[src/rtl/debounce_pkg.sv]
// Shared types and helpers for the debounce / edge-detect input stage.
// State encoding is Gray so each legal transition flips a single bit.
package debounce_pkg;

  typedef enum logic [1:0] {
    S_LOW  = 2'b00,
    S_CHKH = 2'b01,
    S_CHKL = 2'b10,
    S_HIGH = 2'b11
  } state_t;

  // Number of bits needed to hold values 0..value-1; 0 for value <= 1.
  function automatic int unsigned clog2(input longint unsigned value);
    int unsigned r;
    r = 0;
    while ((64'd1 << r) < value) begin
      r = r + 1;
    end
    return r;
  endfunction

endpackage

[src/rtl/sync_chain.sv]
// Multi-flop synchronizer for asynchronous inputs; reusable for any width.
// All stages clear to zero on reset.
module sync_chain #(
  parameter int unsigned WIDTH  = 1,
  parameter int unsigned STAGES = 2
) (
  input  logic             clk,
  input  logic             rst_n,
  input  logic [WIDTH-1:0] d,
  output logic [WIDTH-1:0] q
);

  logic [WIDTH-1:0] stage [STAGES];

  // Shift register; stage 0 captures the asynchronous input.
  always_ff @(posedge clk or negedge rst_n) begin
    if (!rst_n) begin
      for (int i = 0; i < int'(STAGES); i++) begin
        stage[i] <= '0;
      end
    end else begin
      stage[0] <= d;
      for (int i = 1; i < int'(STAGES); i++) begin
        stage[i] <= stage[i-1];
      end
    end
  end

  assign q = stage[STAGES-1];

endmodule

[src/rtl/debounce_edge_detect.sv]
// Debounces a raw asynchronous input and emits registered level, rise/fall
// pulses and a busy flag while a candidate level is being qualified.
module debounce_edge_detect
  import debounce_pkg::*;
#(
  parameter int unsigned SYNC_STAGES   = 2,
  parameter int unsigned STABLE_CYCLES = 50000,
  parameter int unsigned CNT_WIDTH     = 16
) (
  input  logic clk,
  input  logic rst_n,
  input  logic din_raw,
  output logic dout,
  output logic rise_pulse,
  output logic fall_pulse,
  output logic busy
);

  localparam int unsigned CNT_MIN_WIDTH = clog2(64'(STABLE_CYCLES) + 64'd1);
  localparam logic [CNT_WIDTH-1:0] CNT_TERM = CNT_WIDTH'(STABLE_CYCLES - 1);
  localparam logic [CNT_WIDTH-1:0] CNT_ONE  = CNT_WIDTH'(1);

  // Reject parameter sets that would break qualification or overflow the counter.
  if (SYNC_STAGES < 2) begin : g_bad_sync
    $error("debounce_edge_detect: SYNC_STAGES must be >= 2");
  end
  if (STABLE_CYCLES < 2) begin : g_bad_stable
    $error("debounce_edge_detect: STABLE_CYCLES must be >= 2");
  end
  if (CNT_WIDTH < CNT_MIN_WIDTH) begin : g_bad_cnt
    $error("debounce_edge_detect: CNT_WIDTH too narrow for STABLE_CYCLES");
  end

  logic                 sync_q;
  state_t               state_q, state_d;
  logic [CNT_WIDTH-1:0] cnt_q, cnt_d;
  logic                 dout_d, rise_d, fall_d, busy_d;

  sync_chain #(
    .WIDTH  (1),
    .STAGES (SYNC_STAGES)
  ) u_sync (
    .clk   (clk),
    .rst_n (rst_n),
    .d     (din_raw),
    .q     (sync_q)
  );

  // State, counter and output registers.
  always_ff @(posedge clk or negedge rst_n) begin
    if (!rst_n) begin
      state_q    <= S_LOW;
      cnt_q      <= '0;
      dout       <= 1'b0;
      rise_pulse <= 1'b0;
      fall_pulse <= 1'b0;
      busy       <= 1'b0;
    end else begin
      state_q    <= state_d;
      cnt_q      <= cnt_d;
      dout       <= dout_d;
      rise_pulse <= rise_d;
      fall_pulse <= fall_d;
      busy       <= busy_d;
    end
  end

  // Next state; terminal compare precedes the increment so cnt never wraps.
  always_comb begin
    state_d = state_q;
    cnt_d   = cnt_q;
    rise_d  = 1'b0;
    fall_d  = 1'b0;
    case (state_q)
      S_LOW: begin
        if (sync_q) begin
          state_d = S_CHKH;
          cnt_d   = CNT_ONE;
        end
      end
      S_CHKH: begin
        if (!sync_q) begin
          state_d = S_LOW;
          cnt_d   = '0;
        end else if (cnt_q == CNT_TERM) begin
          state_d = S_HIGH;
          cnt_d   = '0;
          rise_d  = 1'b1;
        end else begin
          cnt_d = cnt_q + CNT_ONE;
        end
      end
      S_HIGH: begin
        if (!sync_q) begin
          state_d = S_CHKL;
          cnt_d   = CNT_ONE;
        end
      end
      S_CHKL: begin
        if (sync_q) begin
          state_d = S_HIGH;
          cnt_d   = '0;
        end else if (cnt_q == CNT_TERM) begin
          state_d = S_LOW;
          cnt_d   = '0;
          fall_d  = 1'b1;
        end else begin
          cnt_d = cnt_q + CNT_ONE;
        end
      end
      default: begin
        state_d = S_LOW;
        cnt_d   = '0;
      end
    endcase
  end

  // Output levels follow the next state so they register alongside it.
  always_comb begin
    dout_d = (state_d == S_HIGH) || (state_d == S_CHKL);
    busy_d = (state_d == S_CHKH) || (state_d == S_CHKL);
  end

endmodule

[config.mk]
export PLATFORM = sky130hd
export DESIGN_NAME = debounce_edge_detect
export DESIGN_NICKNAME = d
export VERILOG_FILES = /design/src/rtl/debounce_pkg.sv /design/src/rtl/sync_chain.sv /design/src/rtl/debounce_edge_detect.sv
export SDC_FILE = /design/constraint.sdc
export NUM_CORES = 1
export LEC_CHECK = 0
export CAP_MARGIN = 20
export CORE_MARGIN = 3
export CORE_UTILIZATION = 45
export DETAILED_ROUTE_END_ITERATION = 10
export GPL_TIMING_DRIVEN = 0
export PLACE_DENSITY = 0.65
export SLEW_MARGIN = 40
export SYNTH_ARGS = -nofsm -noshare
export SYNTH_HDL_FRONTEND = slang
export SYNTH_SLANG_ARGS = --single-unit
[constraint.sdc]
create_clock -name clk -period 6.6 [get_ports clk]
set_clock_uncertainty 0.15 [all_clocks]
set_input_delay 1.32 -clock clk [delete_from_list [all_inputs] [get_ports clk]]
set_output_delay 1.32 -clock clk [all_outputs]
set_load 0.01 [all_outputs]
==> flow_summary.html, run 1 <==
<table>
<tr><th>Metric</th><th>Value</th></tr>
<tr><th colspan="2">Critical path</th></tr>
<tr><td>Capturing instance or port of the critical path</td><td>busy</td></tr>
<tr><td>Number of gates on the worst path with buffers counted</td><td>1</td></tr>
<tr><td>Critical Path Start Type</td><td>flop</td></tr>
<tr><td>Slowest library cell on the worst path</td><td>clkdlybuf4s50_1</td></tr>
<tr><td>Count of buffering cells on the critical path with inverters included</td><td>1</td></tr>
<tr><td>Peak per-stage delay on the critical path</td><td>0.53 ns</td></tr>
<tr><td>R2R Path End</td><td>dout</td></tr>
<tr><td>Launch point of the worst reg-to-reg path</td><td>cnt_q[12]</td></tr>
<tr><td>Worst path cell trace</td><td>clkdlybuf4s50_1</td></tr>
<tr><td>Critical path peak fanout</td><td>1</td></tr>
<tr><td>Top Family by Delay on Critical Path</td><td>buffers and inverters</td></tr>
<tr><td>CP Launch Point</td><td>busy</td></tr>
<tr><td>Nature of the critical path endpoint</td><td>output pin</td></tr>
<tr><td>Required time of the critical path</td><td>5.13 ns</td></tr>
<tr><td>R2R setup slack</td><td>4.12 ns</td></tr>
<tr><td>Setup Crit Path Kind</td><td>reg -&gt; out</td></tr>
<tr><td>Worst r2r path cells</td><td>7</td></tr>
<tr><td>WP data arrival</td><td>1.19 ns</td></tr>
<tr><th colspan="2">Route</th></tr>
<tr><td>Number of violations reported at the end of detailed-routing iteration 0</td><td>70</td></tr>
<tr><td>Number of optimization iterations in the first detailed-route pass</td><td>4</td></tr>
<tr><td>Vias</td><td>1080</td></tr>
<tr><td>Count of nets left with antenna violations after detail routing</td><td>0</td></tr>
<tr><td>Wirelength per Cell</td><td>roughly 14 um</td></tr>
<tr><td>Via-per-instance ratio</td><td>between 5 and 6</td></tr>
<tr><td>Count of unresolved DRC violations after routing</td><td>0</td></tr>
<tr><td>Final wirelength</td><td>2560 um</td></tr>
<tr><th colspan="2">Global route</th></tr>
<tr><td>Via count of the first global-routing pass</td><td>1012</td></tr>
<tr><td>First-pass GRT wire length</td><td>4650 um</td></tr>
<tr><td>Pin count of the biggest net entering global routing</td><td>25</td></tr>
<tr><td>Total Routing Usage GR</td><td>16.3%</td></tr>
<tr><td>Most used routing layer</td><td>met2</td></tr>
<tr><td>GRT overflow</td><td>0</td></tr>
<tr><td>Met3 track utilization from global routing</td><td>4.61%</td></tr>
<tr><td>Initial antenna violation count</td><td>0</td></tr>
<tr><td>Met2 GRT Util</td><td>25.1%</td></tr>
<tr><td>GR Util met1</td><td>a little under a quarter</td></tr>
<tr><th colspan="2">Clocking</th></tr>
<tr><td>CTS clk-pin slew, worst paths</td><td>0.12 ns</td></tr>
<tr><td>Maximum level of the CTS H-tree</td><td>1</td></tr>
<tr><td># Post-CTS Setup Buffers</td><td>0</td></tr>
<tr><td>Worst-Skew Late Latency</td><td>0.31 ns</td></tr>
<tr><td>Hold buffers post-CTS</td><td>0</td></tr>
<tr><td>Number of buffers created by CTS</td><td>3</td></tr>
<tr><td>Clock tree root driver cell</td><td>clkbuf_4</td></tr>
<tr><td>Number of clock sinks</td><td>24</td></tr>
<tr><td>Maximum buffer depth of the clock tree</td><td>2</td></tr>
<tr><td>Post-cts resize count</td><td>0</td></tr>
<tr><td>TritonCTS clock tree</td><td>built</td></tr>
<tr><th colspan="2">Cells and area</th></tr>
<tr><td>Net count, final</td><td>166</td></tr>
<tr><td>Post-layout utilization of the core</td><td>a little over half</td></tr>
<tr><td>Layout area overhead</td><td>11.0%</td></tr>
<tr><td>Post-route cell area</td><td>approximately 1500 um2</td></tr>
<tr><td>Fin cells</td><td>roughly 190</td></tr>
<tr><td>Antenna diode count</td><td>0</td></tr>
<tr><td>Most used cells in the layout excluding fill and tap cells</td><td>24 x dfrtp_1, 17 x nand2_1, 13 x nor2_1, 13 x o21ai_0</td></tr>
<tr><td>Share of post-route cells with drive strength above 1</td><td>between 10 and 15%</td></tr>
<tr><td>Most common library cell in the layout ignoring fill and taps</td><td>dfrtp_1</td></tr>
<tr><th colspan="2">Power</th></tr>
<tr><td>Maximum resistive drop on vdd</td><td>0.183 mV</td></tr>
<tr><td>Power Total</td><td>0.459 mW</td></tr>
<tr><td>Leak</td><td>about 0.66 nW</td></tr>
<tr><td>Power density of the placed cells</td><td>approximately 300 nW/um2</td></tr>
<tr><th colspan="2">Place</th></tr>
<tr><td>Gp weighted congestion</td><td>0.825</td></tr>
<tr><td>Post-DP Area</td><td>1480 um2</td></tr>
<tr><td>IO Port Bufs</td><td>6</td></tr>
<tr><td>Pre-CTS worst setup slack</td><td>4.13 ns</td></tr>
<tr><td>Estimated wirelength of the detail-placed design</td><td>1910 um</td></tr>
<tr><td>Placed cells</td><td>182</td></tr>
<tr><th colspan="2">Synthesis</th></tr>
<tr><td>Post-synthesis instance area</td><td>1390 um2</td></tr>
<tr><td>Synthesized instance count</td><td>145</td></tr>
<tr><td>Average footprint of a synthesized cell</td><td>roughly 9.6 um2</td></tr>
<tr><td>Net count of the mapped netlist</td><td>155</td></tr>
<tr><td>Proportion of synthesized chip area in sequential cells</td><td>between 40 and 50%</td></tr>
<tr><td>Yosys synthesis warning count</td><td>0</td></tr>
<tr><td>Distinct cell type count of the synthesized netlist</td><td>34</td></tr>
<tr><td>Synthesized flop and latch total</td><td>24</td></tr>
<tr><th colspan="2">Timing</th></tr>
<tr><td>Worst hold-check slack</td><td>~0.21 ns</td></tr>
<tr><td>Hold violation total from the final report</td><td>0</td></tr>
<tr><td>RSZ-0062 raised after global routing</td><td>no</td></tr>
<tr><td>Total Negative Setup Slacks</td><td>0 ns</td></tr>
<tr><td>Final Cycle Share</td><td>40.3%</td></tr>
<tr><td>Max-slew violation count</td><td>0</td></tr>
<tr><td>Slew of the pin with the lowest slew margin</td><td>0.547 ns</td></tr>
<tr><td>Min Tclk post-route</td><td>between 2 and 3 ns</td></tr>
<tr><td>Endpoints failing setup</td><td>0</td></tr>
<tr><td>Setup slack of the critical path after layout</td><td>3.94 ns</td></tr>
<tr><td>F_max</td><td>0.376 GHz</td></tr>
<tr><td>Max-slew headroom</td><td>a little under two thirds</td></tr>
<tr><th colspan="2">Hold path</th></tr>
<tr><td>Path class of the lowest-slack min-delay path</td><td>reg -&gt; reg</td></tr>
<tr><th colspan="2">Die</th></tr>
<tr><td>Starting density of the core</td><td>48.6%</td></tr>
<tr><td>Area of the die</td><td>3780 um2</td></tr>
<tr><td>Y dimension of the die</td><td>a little over 60 um</td></tr>
<tr><td>CORE AREA</td><td>2850 um2</td></tr>
<tr><td>Number of primary I/O pins</td><td>7</td></tr>
<tr><td>Number of core rows</td><td>19</td></tr>
<tr><td>Floorplan die width</td><td>61.5 um</td></tr>
<tr><th colspan="2">Run status</th></tr>
<tr><td>Run status</td><td>completed</td></tr>
<tr><th colspan="2">Job</th></tr>
<tr><td>Max_cap viols</td><td>0</td></tr>
</table>
area by class of cell:
class / instances / area [um2]
Buffer: 4 / 38.8
Clock buffer: 3 / 22.5
Clock inverter: 1 / 30.0
Fill cell: 264 / 1310
Inverter: 8 / 30.0
Multi-Input combinational cell: 109 / 723
Sequential cell: 24 / 601
Tap cell: 31 / 38.8
Timing Repair Buffer: 6 / 55.1
logic make-up after synthesis:
family | after synthesis | share of synthesized area [%]
AND/OR/NAND/NOR | 67 | 27.0
XOR/XNOR | 6 | 3.79
multiplexers | 4 | 3.07
buffers and inverters | 12 | 4.96
AO/OA/AOI/OAI | 25 | 11.6
adder cells (fa/ha/maj) | 7 | 6.32
flip-flops | 24 | 43.3
worst min path at each step:
stage	to	start	depth (start not counted)	slack (ns)
floorplan	u_sync.q	u_sync.stage[1]	0	0.18
global placement	u_sync.q	u_sync.stage[1]	0	0.18
detailed placement	u_sync.q	u_sync.stage[1]	0	0.19
CTS	u_sync.q	u_sync.stage[1]	0	0.22
global route	u_sync.q	u_sync.stage[1]	0	0.22
finish	u_sync.q	u_sync.stage[1]	0	0.21
cell usage after synthesis, drive strengths merged:
| library cell | instances | share of area (%) |
|---|---|---|
| nand4 | 2 | 0.90 |
| o41ai | 1 | 0.63 |
| xnor2 | 3 | 1.9 |
| nand2 | 17 | 4.6 |
| or4b | 1 | 0.99 |
| and4 | 1 | 0.63 |
| dfrtp | 24 | 43 |
| or3 | 4 | 1.9 |
| mux2i | 2 | 1.4 |
| o31ai | 1 | 0.54 |
| or2b | 1 | 0.63 |
| nand3 | 8 | 2.9 |
| o21ai | 13 | 4.7 |
| ha | 7 | 6.3 |
| and3 | 3 | 1.4 |
| or2 | 1 | 0.45 |
| a221oi | 2 | 2.2 |
| mux2 | 2 | 1.6 |
| or4bb | 2 | 1.8 |
| nor3 | 7 | 2.5 |
| buf | 4 | 2.8 |
| nor4 | 5 | 3.3 |
| a21o | 1 | 0.54 |
| a211o | 1 | 0.63 |
| and3b | 1 | 0.63 |
| o21bai | 1 | 0.54 |
| a21oi | 5 | 1.8 |
| inv | 8 | 2.2 |
| nor2 | 14 | 4.3 |
| xor2 | 3 | 1.9 |
sequential cells by signal, indices dropped and copies added (netlist names):
signal        flops
cnt_q            16
state_q           2
busy              1
dout              1
fall_pulse        1
rise_pulse        1
u_sync.q          1
u_sync.stage      1
power breakdown:
part	switching (mW)	total [mW]	internal [mW]
clock network	0.0413	0.103	0.0614
logic	0.106	0.180	0.0736
registers	0.0130	0.177	0.164
metal layers:
metal  vias to the layer above  routed length [um]
li1                        534                   -
met1                       511                1230
met2                        33                1170
met3                         2                 148
met4                         0                  20
met5                         -                   0
Note: power is estimated with default switching activity, not from simulation.
==> run 2: changes to the inputs <==
--- a/config.mk
+++ b/config.mk
@@ -10,7 +10,7 @@
 export CORE_UTILIZATION = 45
 export DETAILED_ROUTE_END_ITERATION = 10
 export GPL_TIMING_DRIVEN = 0
-export PLACE_DENSITY = 0.65
+export PLACE_DENSITY = 0.67
 export SLEW_MARGIN = 40
 export SYNTH_ARGS = -nofsm -noshare
 export SYNTH_HDL_FRONTEND = slang
==> constraint.sdc (replaced) <==
create_clock -name clk -period 2.3 [get_ports clk]
set_clock_uncertainty 0.15 [all_clocks]
set_input_delay 0.46 -clock clk [delete_from_list [all_inputs] [get_ports clk]]
set_output_delay 0.46 -clock clk [all_outputs]
set_load 0.01 [all_outputs]
==> flow_summary.html, run 2 (synthesized netlist as in run 1, its figures left out) <==
<table>
<tr><th>Metric</th><th>Value</th></tr>
<tr><th colspan="2">Hold path</th></tr>
<tr><td>Hold Path Stages</td><td>0</td></tr>
<tr><td>Path class of the lowest-slack min-delay path</td><td>reg -&gt; reg</td></tr>
<tr><th colspan="2">Cells and area</th></tr>
<tr><td>Number of fill cells</td><td>between 200 and 250</td></tr>
<tr><td>Most common library cell in the layout ignoring fill and taps</td><td>dfrtp_1</td></tr>
<tr><td>Registers with the highest flip-flop counts</td><td>cnt_q: 16 flops, state_q: 2 flops</td></tr>
<tr><td>Post-route cell area</td><td>1760 um2</td></tr>
<tr><td>Net count, final</td><td>180</td></tr>
<tr><td>Max reg flops</td><td>16</td></tr>
<tr><td>Most used cells in the layout excluding fill and tap cells</td><td>21 x dfrtp_1, 16 x nand2_1, 12 x nor2_1, 12 x buf_4, 9 x o21ai_0</td></tr>
<tr><td>Post-layout utilization of the core</td><td>about three fifths</td></tr>
<tr><td>Layout area overhead</td><td>27.1%</td></tr>
<tr><td>Share of post-route cells with drive strength above 1</td><td>30.8%</td></tr>
<tr><td>Antenna diode count</td><td>0</td></tr>
<tr><td>Top register by number of flip-flops</td><td>cnt_q</td></tr>
<tr><th colspan="2">Place</th></tr>
<tr><td>Pre-CTS worst setup slack</td><td>-0.190 ns</td></tr>
<tr><td>Estimated wirelength of the detail-placed design</td><td>between 1500 and 2000 um</td></tr>
<tr><td>Post-DP Area</td><td>1480 um2</td></tr>
<tr><td>IO Port Bufs</td><td>6</td></tr>
<tr><td>Gp weighted congestion</td><td>0.830</td></tr>
<tr><th colspan="2">Timing</th></tr>
<tr><td>Slew of the pin with the lowest slew margin</td><td>0.525 ns</td></tr>
<tr><td>Final Cycle Share</td><td>105%</td></tr>
<tr><td>F_max</td><td>0.415 GHz</td></tr>
<tr><td>RSZ-0062 raised after global routing</td><td>yes</td></tr>
<tr><td>Endpoints failing setup</td><td>3</td></tr>
<tr><td>Min Tclk post-route</td><td>around 2.4 ns</td></tr>
<tr><td>Total Negative Setup Slacks</td><td>-0.197 ns</td></tr>
<tr><td>Setup slack of the critical path after layout</td><td>-0.109 ns</td></tr>
<tr><td>Max-slew violation count</td><td>0</td></tr>
<tr><td>Max-slew headroom</td><td>64.7%</td></tr>
<tr><td>Hold violation total from the final report</td><td>0</td></tr>
<tr><th colspan="2">Route</th></tr>
<tr><td>Wirelength per Cell</td><td>15.6 um</td></tr>
<tr><td>Count of unresolved DRC violations after routing</td><td>0</td></tr>
<tr><td>Final wirelength</td><td>3110 um</td></tr>
<tr><td>Count of nets left with antenna violations after detail routing</td><td>0</td></tr>
<tr><td>Vias</td><td>1152</td></tr>
<tr><td>Number of optimization iterations in the first detailed-route pass</td><td>4</td></tr>
<tr><td>Via-per-instance ratio</td><td>5.76</td></tr>
<tr><td>Number of violations reported at the end of detailed-routing iteration 0</td><td>63</td></tr>
<tr><th colspan="2">Critical path</th></tr>
<tr><td>Critical path peak fanout</td><td>6</td></tr>
<tr><td>Worst path cell trace</td><td>ha_1 &gt; nand3_2 &gt; nor4_4 &gt; buf_4 &gt; buf_8 &gt; a221oi_4 &gt; buf_4 &gt; a21o_1</td></tr>
<tr><td>Setup Crit Path Kind</td><td>reg -&gt; reg</td></tr>
<tr><td>Launch point of the worst reg-to-reg path</td><td>cnt_q[0]</td></tr>
<tr><td>Most frequent cell on the critical path</td><td>buf_4</td></tr>
<tr><td>WP data arrival</td><td>between 2 and 2.5 ns</td></tr>
<tr><td>Nature of the critical path endpoint</td><td>flop</td></tr>
<tr><td>Slowest library cell on the worst path</td><td>nor4_4</td></tr>
<tr><td>Critical Path Start Type</td><td>flop</td></tr>
<tr><td>R2R Path End</td><td>dout</td></tr>
<tr><td>Capturing instance or port of the critical path</td><td>dout</td></tr>
<tr><td>R2R setup slack</td><td>-0.11 ns</td></tr>
<tr><td>CP Launch Point</td><td>cnt_q[0]</td></tr>
<tr><td>Peak per-stage delay on the critical path</td><td>0.46 ns</td></tr>
<tr><td>Required time of the critical path</td><td>2.36 ns</td></tr>
<tr><td>Top Family by Delay on Critical Path</td><td>simple AND/OR/NAND/NOR gates</td></tr>
<tr><td>Count of buffering cells on the critical path with inverters included</td><td>3</td></tr>
<tr><td>Worst r2r path cells</td><td>8</td></tr>
<tr><td>Number of gates on the worst path with buffers counted</td><td>8</td></tr>
<tr><th colspan="2">Die</th></tr>
<tr><td>Number of core rows</td><td>19</td></tr>
<tr><td>CORE AREA</td><td>approximately 2900 um2</td></tr>
<tr><td>Floorplan die width</td><td>61.5 um</td></tr>
<tr><td>Number of primary I/O pins</td><td>7</td></tr>
<tr><td>Y dimension of the die</td><td>61.5 um</td></tr>
<tr><td>Starting density of the core</td><td>48.6%</td></tr>
<tr><td>Area of the die</td><td>~3800 um2</td></tr>
<tr><th colspan="2">Power</th></tr>
<tr><td>Power density of the placed cells</td><td>807 nW/um2</td></tr>
<tr><td>Maximum resistive drop on vdd</td><td>0.557 mV</td></tr>
<tr><td>Leak</td><td>between 0.7 and 0.8 nW</td></tr>
<tr><th colspan="2">Clocking</th></tr>
<tr><td>Number of buffers created by CTS</td><td>3</td></tr>
<tr><td>Clock tree root driver cell</td><td>clkbuf_4</td></tr>
<tr><td>Maximum buffer depth of the clock tree</td><td>2</td></tr>
<tr><td>Maximum level of the CTS H-tree</td><td>1</td></tr>
<tr><td>TritonCTS clock tree</td><td>built</td></tr>
<tr><td>Worst-Skew Late Latency</td><td>0.32 ns</td></tr>
<tr><td>Number of clock sinks</td><td>24</td></tr>
<tr><td>CTS clk-pin slew, worst paths</td><td>0.14 ns</td></tr>
<tr><th colspan="2">Job</th></tr>
<tr><td>Max_cap viols</td><td>0</td></tr>
<tr><th colspan="2">Global route</th></tr>
<tr><td>Via count of the first global-routing pass</td><td>~1100</td></tr>
<tr><td>Pin count of the biggest net entering global routing</td><td>25</td></tr>
<tr><td>GRT overflow</td><td>0</td></tr>
<tr><td>First-pass GRT wire length</td><td>5010 um</td></tr>
<tr><td>Initial antenna violation count</td><td>0</td></tr>
<tr><td>Total Routing Usage GR</td><td>17.8%</td></tr>
<tr><th colspan="2">Run status</th></tr>
<tr><td>Violated checks</td><td>setup timing</td></tr>
<tr><td>Run status</td><td>complete, but fails checks</td></tr>
</table>
run 2: cell types whose count changed in the layout (fill, tap and decap cells not counted), moves of 3 or more:
| cell | change |
|---|---|
| buf_4 | +12 |
| dfrtp_1 | -3 |
| dfrtp_2 | +3 |
| ha_1 | -3 |
| o21ai_0 | -4 |
run 2: timing repair:
| item | in CTS | in global routing |
|---|---|---|
| setup buffers | 8 | 6 |
| hold buffers | 1 | 0 |
| hold endpoints to repair | 24 | 0 |
| setup endpoints to repair | 9 | 15 |
| gates resized for setup | 7 | 26 |
| pin swaps | 3 | 6 |
| gates cloned | 0 | 1 |
run 2: power breakdown:
group | leakage, nW | switching [mW] | internal [mW]
sequential | 0.319 | 0.0424 | 0.470
clock | 0.0210 | 0.128 | 0.0968
combinational | 0.403 | 0.382 | 0.302
total | 0.743 | 0.553 | 0.870
run 2: worst min path at each step:
stage | startpoint | to | slack [ns]
2_1_floorplan | rst_n | busy | 0.01
3_3_place_gp | u_sync.stage[1] | u_sync.q | 0.18
3_5_place_dp | u_sync.stage[1] | u_sync.q | 0.18
4_1_cts | u_sync.stage[1] | u_sync.q | 0.21
5_1_grt | u_sync.stage[1] | u_sync.q | 0.23
6_report | u_sync.stage[1] | u_sync.q | 0.21
run 2: metal layers:
metal	GRT usage [%]	part of all wire (%)	wire [um]	up-vias
li1	-	-	-	560
met1	24.7	45	1410	561
met2	27.2	48	1510	27
met3	4.40	5.0	157	4
met4	6.06	1.3	41	0
met5	0	0	0	-
run 2: per-stage QoR:
step,power [mW],hold WS (ns),cells
after floorplan,0.893,0.0144,145
after global placement,1.01,0.183,182
after detailed placement,1.02,0.185,182
after global routing,1.54,0.225,200
final,1.42,0.212,200
after CTS,1.30,0.214,194
run 2: worst register-to-register path, stage by stage (launching register included):
cell and delay [ns]:
dfrtp_1 0.45, ha_1 0.26, nand3_2 0.23, nor4_4 0.46
buf_4 0.21, buf_8 0.13, a221oi_4 0.09, buf_4 0.17
a21o_1 0.16
run 2: final cells by class:
type / instances / area (um2) / area share [%]
multi-input cells: 109 / 830 / 47.1
repair buffers: 22 / 206 / 11.7
plain buffers: 2 / 16.3 / 0.923
inverters: 8 / 30.0 / 1.70
flip-flops and latches: 24 / 604 / 34.3
clock buffers: 4 / 36.3 / 2.06
well taps: 31 / 38.8 / 2.20
==> run 3: changes to the inputs <==
--- a/config.mk
+++ b/config.mk
@@ -5,6 +5,7 @@
 export SDC_FILE = /design/constraint.sdc
 export NUM_CORES = 1
 export LEC_CHECK = 0
+export ABC_AREA = 1
 export CAP_MARGIN = 20
 export CORE_MARGIN = 3
 export CORE_UTILIZATION = 45
==> flow_summary.html, run 3 <==
<table>
<tr><th>Metric</th><th>Value</th></tr>
<tr><th colspan="2">Die</th></tr>
<tr><td>Number of primary I/O pins</td><td>7</td></tr>
<tr><td>Area of the die</td><td>3880 um2</td></tr>
<tr><td>Starting density of the core</td><td>between 40% and 50%</td></tr>
<tr><td>CORE AREA</td><td>2880 um2</td></tr>
<tr><td>Y dimension of the die</td><td>62.3 um</td></tr>
<tr><td>Number of core rows</td><td>19</td></tr>
<tr><td>Floorplan die width</td><td>62.3 um</td></tr>
<tr><th colspan="2">Critical path</th></tr>
<tr><td>Required time of the critical path</td><td>between 2 and 2.5 ns</td></tr>
<tr><td>Nature of the critical path endpoint</td><td>flop</td></tr>
<tr><td>WP data arrival</td><td>2.04 ns</td></tr>
<tr><td>Setup Crit Path Kind</td><td>reg -&gt; reg</td></tr>
<tr><td>Worst path cell trace</td><td>inv_1 &gt; ha_1 &gt; inv_1 &gt; o21ai_2 &gt; inv_2 &gt; nand2_2 &gt; nor2_4 &gt; or2_1 &gt; nand2_1 &gt; nor2_1</td></tr>
<tr><td>Peak per-stage delay on the critical path</td><td>0.44 ns</td></tr>
<tr><td>Critical path peak fanout</td><td>5</td></tr>
<tr><td>Critical Path Start Type</td><td>flop</td></tr>
<tr><td>Most frequent cell on the critical path</td><td>inv_1</td></tr>
<tr><td>Count of buffering cells on the critical path with inverters included</td><td>3</td></tr>
<tr><td>Slowest library cell on the worst path</td><td>dfrtp_1</td></tr>
<tr><td>Top Family by Delay on Critical Path</td><td>simple AND/OR/NAND/NOR gates</td></tr>
<tr><th colspan="2">Clocking</th></tr>
<tr><td>Maximum buffer depth of the clock tree</td><td>2</td></tr>
<tr><td>Post-cts resize count</td><td>0</td></tr>
<tr><td>TritonCTS clock tree</td><td>built</td></tr>
<tr><td>Maximum level of the CTS H-tree</td><td>1</td></tr>
<tr><td>Number of clock sinks</td><td>24</td></tr>
<tr><td>Worst-Skew Late Latency</td><td>0.32 ns</td></tr>
<tr><td>Number of buffers created by CTS</td><td>3</td></tr>
<tr><td>CTS clk-pin slew, worst paths</td><td>0.14 ns</td></tr>
<tr><td>Clock tree root driver cell</td><td>clkbuf_4</td></tr>
<tr><th colspan="2">Route</th></tr>
<tr><td>Wirelength per Cell</td><td>between 10 and 15 um</td></tr>
<tr><td>Count of nets left with antenna violations after detail routing</td><td>0</td></tr>
<tr><td>Final wirelength</td><td>2780 um</td></tr>
<tr><td>Vias</td><td>1150</td></tr>
<tr><td>Count of unresolved DRC violations after routing</td><td>0</td></tr>
<tr><td>Via-per-instance ratio</td><td>4.94</td></tr>
<tr><td>Number of violations reported at the end of detailed-routing iteration 0</td><td>52</td></tr>
<tr><td>Number of optimization iterations in the first detailed-route pass</td><td>4</td></tr>
<tr><th colspan="2">Global route</th></tr>
<tr><td>Pin count of the biggest net entering global routing</td><td>25</td></tr>
<tr><td>Via count of the first global-routing pass</td><td>1149</td></tr>
<tr><td>Initial antenna violation count</td><td>0</td></tr>
<tr><td>GRT overflow</td><td>0</td></tr>
<tr><td>First-pass GRT wire length</td><td>4920 um</td></tr>
<tr><td>Total Routing Usage GR</td><td>15.5%</td></tr>
<tr><th colspan="2">Synthesis</th></tr>
<tr><td>Async set or reset register ratio after synthesis</td><td>100%</td></tr>
<tr><td>Synthesized flop and latch total</td><td>24</td></tr>
<tr><td>Post-synthesis instance area</td><td>1430 um2</td></tr>
<tr><td>Yosys synthesis warning count</td><td>0</td></tr>
<tr><td>Share of the synthesized area in the top cell type</td><td>42.1%</td></tr>
<tr><td>Synthesized instance count</td><td>180</td></tr>
<tr><td>Average footprint of a synthesized cell</td><td>7.92 um2</td></tr>
<tr><td>Net count of the mapped netlist</td><td>190</td></tr>
<tr><td>Cell types with the highest counts after synthesis</td><td>44 x nand2_1, 25 x nor2_1, 24 x dfrtp_1</td></tr>
<tr><td>Commonest register cell after synthesis</td><td>dfrtp_1</td></tr>
<tr><td>Largest cells by area after synthesis</td><td>dfrtp_1 42%, nand2_1 12%, nor2_1 6.6%</td></tr>
<tr><td>Distinct cell type count of the synthesized netlist</td><td>30</td></tr>
<tr><td>Most common cell in the netlist</td><td>nand2_1</td></tr>
<tr><td>Proportion of synthesized chip area in sequential cells</td><td>42.1%</td></tr>
<tr><td>Largest area contributor in the netlist</td><td>dfrtp_1</td></tr>
<tr><td>Number of enable flip-flop cells after synthesis</td><td>0</td></tr>
<tr><th colspan="2">Cells and area</th></tr>
<tr><td>Multi-input logic area</td><td>a little over 700 um2</td></tr>
<tr><td>Antenna diode count</td><td>0</td></tr>
<tr><td>Most common library cell in the layout ignoring fill and taps</td><td>nand2_1</td></tr>
<tr><td>Most used cells in the layout excluding fill and tap cells</td><td>44 x nand2_1, 25 x nor2_1, 24 x dfrtp_1</td></tr>
<tr><td>Fin cells</td><td>roughly 230</td></tr>
<tr><td>Post-route cell area</td><td>~1600 um2</td></tr>
<tr><td>Number of fill cells</td><td>261</td></tr>
<tr><td>Area occupied by registers</td><td>601 um2</td></tr>
<tr><td>Layout area overhead</td><td>11.9%</td></tr>
<tr><td>Share of post-route cells with drive strength above 1</td><td>13.1%</td></tr>
<tr><td>Registers with the highest flip-flop counts</td><td>cnt_q: 16 flops, state_q: 2 flops</td></tr>
<tr><td>Max reg flops</td><td>16</td></tr>
<tr><td>Top register by number of flip-flops</td><td>cnt_q</td></tr>
<tr><td>Net count, final</td><td>about 200</td></tr>
<tr><td>Post-layout utilization of the core</td><td>a little under three fifths</td></tr>
<tr><th colspan="2">Power</th></tr>
<tr><td>Internal Dissipation</td><td>0.895 mW</td></tr>
<tr><td>Proportion of total power due to net switching</td><td>39.2%</td></tr>
<tr><td>Clock share of power</td><td>20.7%</td></tr>
<tr><td>Gate power share</td><td>43.6%</td></tr>
<tr><td>Power density of the placed cells</td><td>922 nW/um2</td></tr>
<tr><td>Power dissipated by switching net loads</td><td>0.577 mW</td></tr>
<tr><td>Flop pwr share</td><td>35.7%</td></tr>
<tr><td>Maximum resistive drop on vdd</td><td>0.584 mV</td></tr>
<tr><td>Leak</td><td>approximately 0.74 nW</td></tr>
<tr><th colspan="2">Timing</th></tr>
<tr><td>Min Tclk post-route</td><td>just under 2 ns</td></tr>
<tr><td>Max-slew headroom</td><td>~64%</td></tr>
<tr><td>Final Cycle Share</td><td>approximately 86%</td></tr>
<tr><td>Slew of the pin with the lowest slew margin</td><td>0.533 ns</td></tr>
<tr><td>Max-slew violation count</td><td>0</td></tr>
<tr><td>RSZ-0062 raised after global routing</td><td>no</td></tr>
<tr><td>Hold violation total from the final report</td><td>0</td></tr>
<tr><td>Setup slack of the critical path after layout</td><td>0.329 ns</td></tr>
<tr><td>F_max</td><td>0.507 GHz</td></tr>
<tr><td>Endpoints failing setup</td><td>0</td></tr>
<tr><td>Total Negative Setup Slacks</td><td>0 ns</td></tr>
<tr><th colspan="2">Place</th></tr>
<tr><td>Estimated wirelength of the detail-placed design</td><td>roughly 2100 um</td></tr>
<tr><td>Gp weighted congestion</td><td>roughly 0.8</td></tr>
<tr><td>Placed cells</td><td>228</td></tr>
<tr><td>Pre-CTS worst setup slack</td><td>0.372 ns</td></tr>
<tr><td>IO Port Bufs</td><td>6</td></tr>
<tr><td>Post-DP Area</td><td>1530 um2</td></tr>
<tr><th colspan="2">Hold path</th></tr>
<tr><td>Path class of the lowest-slack min-delay path</td><td>reg -&gt; reg</td></tr>
<tr><th colspan="2">Run status</th></tr>
<tr><td>Run status</td><td>completed</td></tr>
<tr><th colspan="2">Job</th></tr>
<tr><td>Max_cap viols</td><td>0</td></tr>
</table>
[run 3: changes by cell type in the layout (fill, tap and decap cells not counted), sizes merged, moves of 5 or more]
cell   delta
buf      -15
nand2    +31
o21ai     -9
inv      +16
nor2     +15
nand3     +5
nor4      -5
[run 3: through the flow]
| step | hold slack [ns] | power, mW |
|---|---|---|
| 2_1_floorplan | 0.0144 | 1.00 |
| 3_3_place_gp | 0.187 | 1.15 |
| 3_5_place_dp | 0.186 | 1.18 |
| 4_1_cts | 0.218 | 1.49 |
| 5_1_grt | 0.220 | 1.62 |
| 6_report | 0.216 | 1.47 |
[run 3: path summary, 6_finish.rpt]
| check | startpoint | cells after the start | end | slack, ns |
|---|---|---|---|---|
| min in group asynchronous | rst_n | 2 | rise_pulse | 0.49 |
| max reg2reg | state_q[1] | 10 | cnt_q[7] | 0.33 |
| min reg2reg | u_sync.stage[1] | 0 | u_sync.q | 0.22 |
| max in group asynchronous | rst_n | 2 | cnt_q[13] | 1.15 |
| max | state_q[1] | 10 | cnt_q[7] | 0.33 |
| min | u_sync.stage[1] | 0 | u_sync.q | 0.22 |
[run 3: timing repair]
item                       in CTS  in global routing
setup endpoints to repair       0                  0
hold endpoints to repair       24                  0
buffers inserted                0                  0
hold buffers                    1                  0
[run 3: power groups by stage]
stage / clock, mW / sequential [mW] / combinational [mW]
6_report: 0.305 / 0.525 / 0.642
5_1_grt: 0.338 / 0.534 / 0.744
4_1_cts: 0.316 / 0.526 / 0.646
3_5_place_dp: 0 / 0.534 / 0.643
3_3_place_gp: 0 / 0.530 / 0.615
2_1_floorplan: 0 / 0.535 / 0.469
[run 3: cell type report]
type                            count  share of cell area [%]
Inverter                           24                    5.80
Clock inverter                      1                    1.88
Tap cell                           42                    3.29
Multi-Input combinational cell    131                    45.2
Timing Repair Buffer                7                    4.08
Buffer                              1                   0.706
Clock buffer                        3                    1.41
Sequential cell                    24                    37.6
[run 3: per-layer routing]
| metal | up-vias | global-route usage (%) | routed length (um) |
|---|---|---|---|
| li1 | 593 | - | - |
| met1 | 538 | 20.5 | 1390 |
| met2 | 14 | 25.4 | 1300 |
| met3 | 5 | 2.34 | 57 |
| met4 | 0 | 6.34 | 46 |
| met5 | - | 0 | 0 |
[run 3: cells by family (layout without fill, tap and decap cells)]
| logic type | count (synthesis) | after routing | synth area share (%) |
|---|---|---|---|
| buffers and inverters | 25 | 36 | 7.29 |
| AOI/OAI and AO/OA | 17 | 17 | 7.20 |
| xor gates and xnor gates | 5 | 5 | 3.07 |
| adders and majority gates | 7 | 7 | 6.15 |
| and+or+nand+nor | 102 | 102 | 34.2 |
| DFF | 24 | 24 | 42.1 |
[run 3: worst reg2reg max path, stage by stage, from the launching register on]
cell and delay (ns):
dfrtp_1 0.44, inv_1 0.15, ha_1 0.17, inv_1 0.05, o21ai_2 0.33, inv_2 0.09, nand2_2 0.13, nor2_4 0.06
or2_1 0.21, nand2_1 0.06, nor2_1 0.04
